**config.mk**
```make
export PLATFORM = sky130hd
export DESIGN_NAME = tx_frame_arb
export DESIGN_NICKNAME = d
export VERILOG_FILES = /design/src/rtl/tx_frame_arb_pkg.sv /design/src/rtl/tx_frame_arb.sv
export SDC_FILE = /design/constraint.sdc
export NUM_CORES = 1
export LEC_CHECK = 0
export BUFFER_PORTS_ARGS = -buffer_cell sky130_fd_sc_hd__buf_4
export CAP_MARGIN = 10
export CORE_UTILIZATION = 48
export CTS_CLUSTER_DIAMETER = 150
export DETAILED_ROUTE_END_ITERATION = 12
export PLACE_DENSITY = 0.93
export SYNTH_ARGS = -nofsm -noshare
export SYNTH_HDL_FRONTEND = slang
export SYNTH_SLANG_ARGS = --single-unit
```
**constraint.sdc**
```tcl
create_clock -name clk -period 6.8 [get_ports clk]
set_clock_uncertainty 0.1 [all_clocks]
set_input_delay 0 -clock clk [delete_from_list [all_inputs] [get_ports clk]]
set_output_delay 0 -clock clk [all_outputs]
set_load 0.01 [all_outputs]
```
**src/rtl/tx_frame_arb_pkg.sv**
```systemverilog
// Shared types for the MAC transmit FIFO frame arbiter.
// State encoding and the word layout of the 32-bit sop/eop/mod interface.
package tx_frame_arb_pkg;

  localparam int DATA_W = 32;
  localparam int MOD_W  = 2;

  typedef enum logic [1:0] {
    ST_IDLE = 2'd0,
    ST_BUSY = 2'd1,
    ST_GAP  = 2'd2
  } arb_state_t;

  typedef struct packed {
    logic [DATA_W-1:0] data;
    logic              sop;
    logic              eop;
    logic [MOD_W-1:0]  mod;
  } tx_word_t;

endpackage

```
**src/rtl/tx_frame_arb.sv**
```systemverilog
// Two-source, frame-locked round-robin arbiter in front of the MAC TX FIFO.
// Combinational pass-through while busy; idle gap after every frame.
module tx_frame_arb
  import tx_frame_arb_pkg::*;
#(
  parameter int GAP_CYCLES = 3,
  parameter int CNT_W      = 16
) (
  input  logic              clk,
  input  logic              rst_n,
  input  logic [DATA_W-1:0] i_s0_data,
  input  logic              i_s0_vld,
  input  logic              i_s0_sop,
  input  logic              i_s0_eop,
  input  logic [MOD_W-1:0]  i_s0_mod,
  output logic              o_s0_rdy,
  input  logic [DATA_W-1:0] i_s1_data,
  input  logic              i_s1_vld,
  input  logic              i_s1_sop,
  input  logic              i_s1_eop,
  input  logic [MOD_W-1:0]  i_s1_mod,
  output logic              o_s1_rdy,
  output logic [DATA_W-1:0] o_tx_data,
  output logic              o_tx_vld,
  output logic              o_tx_sop,
  output logic              o_tx_eop,
  output logic [MOD_W-1:0]  o_tx_mod,
  input  logic              i_tx_rdy,
  output logic              o_busy,
  output logic              o_owner,
  output logic [CNT_W-1:0]  o_frm_cnt0,
  output logic [CNT_W-1:0]  o_frm_cnt1,
  output logic [CNT_W-1:0]  o_drop_cnt
);

  localparam int GW = (GAP_CYCLES > 2) ? $clog2(GAP_CYCLES) : 1;
  localparam logic [GW-1:0] GAP_LD =
    GW'((GAP_CYCLES > 0) ? GAP_CYCLES - 1 : 0);

  arb_state_t       state_q, state_d;
  logic             owner_q, owner_d;
  logic             last_q, last_d;
  logic [GW-1:0]    gap_q, gap_d;
  logic [CNT_W-1:0] cnt0_q, cnt1_q;
  logic [CNT_W-1:0] drop_q, drop_d;
  logic [CNT_W:0]   drop_sum;

  tx_word_t w0, w1, sel_w;
  logic     sel_vld;
  logic     req0, req1;
  logic     drop0, drop1;
  logic     fire_eop;

  assign w0 = {i_s0_data, i_s0_sop, i_s0_eop, i_s0_mod};
  assign w1 = {i_s1_data, i_s1_sop, i_s1_eop, i_s1_mod};

  assign sel_w   = owner_q ? w1 : w0;
  assign sel_vld = owner_q ? i_s1_vld : i_s0_vld;

  assign req0 = i_s0_vld & i_s0_sop;
  assign req1 = i_s1_vld & i_s1_sop;

  assign fire_eop = (state_q == ST_BUSY) & sel_vld
                  & i_tx_rdy & sel_w.eop;

  always_comb begin
    state_d   = state_q;
    owner_d   = owner_q;
    last_d    = last_q;
    gap_d     = gap_q;
    drop0     = 1'b0;
    drop1     = 1'b0;
    o_s0_rdy  = 1'b0;
    o_s1_rdy  = 1'b0;
    o_tx_vld  = 1'b0;
    o_tx_data = '0;
    o_tx_sop  = 1'b0;
    o_tx_eop  = 1'b0;
    o_tx_mod  = '0;
    unique case (state_q)
      ST_IDLE: begin
        // stray mid-frame words are flushed so a source can resync
        drop0    = i_s0_vld & ~i_s0_sop;
        drop1    = i_s1_vld & ~i_s1_sop;
        o_s0_rdy = drop0;
        o_s1_rdy = drop1;
        if (req0 | req1) begin
          state_d = ST_BUSY;
          owner_d = (req0 & req1) ? ~last_q : req1;
        end
      end
      ST_BUSY: begin
        o_tx_vld  = sel_vld;
        o_tx_data = sel_w.data;
        o_tx_sop  = sel_w.sop;
        o_tx_eop  = sel_w.eop;
        o_tx_mod  = sel_w.mod;
        if (owner_q) o_s1_rdy = i_tx_rdy;
        else         o_s0_rdy = i_tx_rdy;
        if (fire_eop) begin
          last_d = owner_q;
          if (GAP_CYCLES == 0) begin
            state_d = ST_IDLE;
          end else begin
            state_d = ST_GAP;
            gap_d   = GAP_LD;
          end
        end
      end
      ST_GAP: begin
        if (gap_q == '0) state_d = ST_IDLE;
        else             gap_d   = gap_q - GW'(1);
      end
      default: state_d = ST_IDLE;
    endcase
  end

  assign drop_sum = {1'b0, drop_q}
                  + (CNT_W+1)'(drop0)
                  + (CNT_W+1)'(drop1);
  assign drop_d   = drop_sum[CNT_W] ? '1 : drop_sum[CNT_W-1:0];

  always_ff @(posedge clk or negedge rst_n) begin
    if (!rst_n) begin
      state_q <= ST_IDLE;
      owner_q <= 1'b0;
      last_q  <= 1'b1;
      gap_q   <= '0;
      cnt0_q  <= '0;
      cnt1_q  <= '0;
      drop_q  <= '0;
    end else begin
      state_q <= state_d;
      owner_q <= owner_d;
      last_q  <= last_d;
      gap_q   <= gap_d;
      drop_q  <= drop_d;
      if (fire_eop & ~owner_q) cnt0_q <= cnt0_q + CNT_W'(1);
      if (fire_eop &  owner_q) cnt1_q <= cnt1_q + CNT_W'(1);
    end
  end

  assign o_busy     = (state_q == ST_BUSY);
  assign o_owner    = owner_q;
  assign o_frm_cnt0 = cnt0_q;
  assign o_frm_cnt1 = cnt1_q;
  assign o_drop_cnt = drop_q;

endmodule

```
==> impl_results.md <==
- Max-cap violations: 0
- Residual DRC: 0
- CP Max Fanout: 13
- Worst Setup Start Kind: flop
- Io pins: 166
- Vias post-DR: 3031
- Number of global-route vias before repair: 2975
- Layout Nets: 564
- Post-route minimum period: 2.963 ns
- # port buffers: 165
- # rows: 29
- Detailed placer's ending HPWL: 6723 um
- Yosys reg bits: 54
- Worst R2R Setup Slack: 3.84 ns
- Die outline area: 6958 um2
- TritonCTS buffer count: 5
- Slew headroom: 0.2726
- GR Overflow Total: 0
- Top-area cell type share of the netlist area: 0.4168
- Netlist Area Pre-Place: 3182 um2
- Core area: 6386 um2
- First-pass GRT wire length: 14240 um
- Initial Utilization: 0.4982
- CTS Buffer Depth: 2
- Post-synth EDFFs: 0
- Tcrit/Tclk final: 0.4357
- Clock root buffer: clkbuf_8
- Most instantiated cells after synthesis: dfrtp_1, nor2_1, mux2i_1
- Synth Instances: 315
- Placed Area: 4459 um2
- Worst hold path type: in2reg
- Clk Latency, worst-skew pair: 0.31 ns
- Clock sink count: 54
- Cts repair resizes: 0
- Syn_area_per_cell: 10.10 um2
- Maximum vdd drop: 0.1800 mV
- Largest net degree at the start of global routing: 55
- Lkg Pwr: 2.481 nW
- Final Core Density: 0.7265
- 1st-pass router iterations: 4
- Pre-CTS setup slack: 3.893 ns
- N_diodes: 0
- Most common cell in the netlist: dfrtp_1
- Slew @ Worst Pin: 1.091 ns
- GRT Total Usage: 0.2553
- Area contributors post-synth: dfrtp_1, mux2i_1, xnor2_1, nor2_1, xor2_1
- Number of vias per cell: 5.413
- Sequential-to-total area share from yosys stat: 0.4251
- Die Ht: 83.42 um
- Routability cong.: 0.8752
- Total chip power: 1.352 mW
- Arr. time, crit path: 3.09 ns
- Synth Flop Type: dfrtp_1
- Worst-path clk slew: 0.09 ns
- F_max: 337.5 MHz
- Post-route setup TNS: 0 ns
- H-tree Lvls: 2
- CP endpoint kind: flop
- Mapped Nets: 397
- Worst path required time: 6.93 ns
- Slew Limit Fails: 0
- TritonCTS clock tree: done
- Async set-reset flop share out of synthesis: 1.000
- Final hold violations: 0
- Post-Route WL: 8753 um
- Post-route antenna net violation count: 0
- 1st-iter DRT viols: 89
- Synth area leader: dfrtp_1
- Layout cells sized above 1: 0.4017
- Chip Width: 83.42 um
- RSZ-0062 raised after global routing: false
- YS warnings: 0
- Power Density: 291.3 nW/um2
- Initial antenna violation count: 0
- Design Area, Final: 4639 um2
- Outcome: completed
- WL/cell: 15.63 um
- Fin worst setup slack: 3.837 ns
- Critical path class: reg2reg
- Post-synthesis cell type count: 49
- Synthesis-to-finish area growth: 45.81%
- Setup-failing EPs final: 0
through the flow:
step | hold WS, ns | cells
CTS | 0.0006054 | 560
global placement | -0.02965 | 545
global route | 0.006265 | 560
finish | 0.01177 | 560
floorplan | -0.3956 | 315
detailed placement | -0.02393 | 545
worst max-delay path, cell delays in order (launching register included):
cell and delay (ns):
dfrtp_1 0.47, nor2_1 0.22, nand2_1 0.12, or2_2 0.30
fa_1 0.40, inv_1 0.09, ha_1 0.22, and4_2 0.31
and4_4 0.29, nand4_4 0.21, o21ai_0 0.15
sequential cells by signal, indices dropped and copies added, names as in the netlist:
| register | cells |
|---|---|
| o_frm_cnt1 | 16 |
| gap_q | 2 |
| state_q | 2 |
| o_drop_cnt | 16 |
| o_frm_cnt0 | 16 |
| o_owner | 1 |
| last_q | 1 |
final timing paths:
kind                                     start        endpoint  cells after the start
min in group asynchronous                rst_n  o_frm_cnt1[14]                      2
worst min-delay path                  i_s1_eop   o_frm_cnt1[3]                      3
worst max-delay path                state_q[0]   o_drop_cnt[3]                     10
worst min register to register  o_frm_cnt1[15]  o_frm_cnt1[15]                      1
worst max register to register      state_q[0]   o_drop_cnt[3]                     10
max in group asynchronous                rst_n         o_owner                      2
cell families after synthesis:
kind of cell,synth area share
AOI/OAI and AO/OA,0.03500
xor gates and xnor gates,0.1018
adders and majority gates,0.02202
buffers and inverters,0.03382
DFF,0.4251
muxes,0.1302
and+or+nand+nor,0.2521
final cells by class:
type	count	area (um2)
Timing Repair Buffer	173	1316
Tap cell	77	96.34
Sequential cell	54	1354
Clock buffer	6	72.57
Multi-Input combinational cell	237	1722
Inverter	11	41.29
Fill cell	482	1747
Clock inverter	2	37.54
power by group:
group | leakage [nW] | internal (mW) | switching [mW] | total [mW]
registers | 0.712 | 0.368 | 0.109 | 0.476
logic | 1.72 | 0.365 | 0.300 | 0.665
clock network | 0.0514 | 0.110 | 0.100 | 0.210
total | 2.48 | 0.843 | 0.509 | 1.35
layer usage:
layer / GRT usage / vias up / wire (um)
li1: - / 1417 / -
met2: 0.4478 / 133 / 4445
met3: 0.04573 / 24 / 559
met4: 0.1279 / 0 / 349
met5: 0 / - / 0
met1: 0.3000 / 1457 / 3400
timing repair:
action,4_1_cts,5_1_grt
hold buffers,7,0
buffers inserted,0,0
hold endpoints to repair,57,0
layout by cell type (no fill, tap or decap), types with 10 or more instances in the layout:
| master | count |
|---|---|
| and3_1 | 10 |
| nand3_1 | 14 |
| xnor2_1 | 22 |
| inv_1 | 11 |
| mux2i_1 | 38 |
| nand2_1 | 28 |
| dfrtp_1 | 52 |
| nor2_1 | 45 |
| xor2_1 | 15 |
| buf_4 | 166 |
Power figures use the tool's default switching activity.
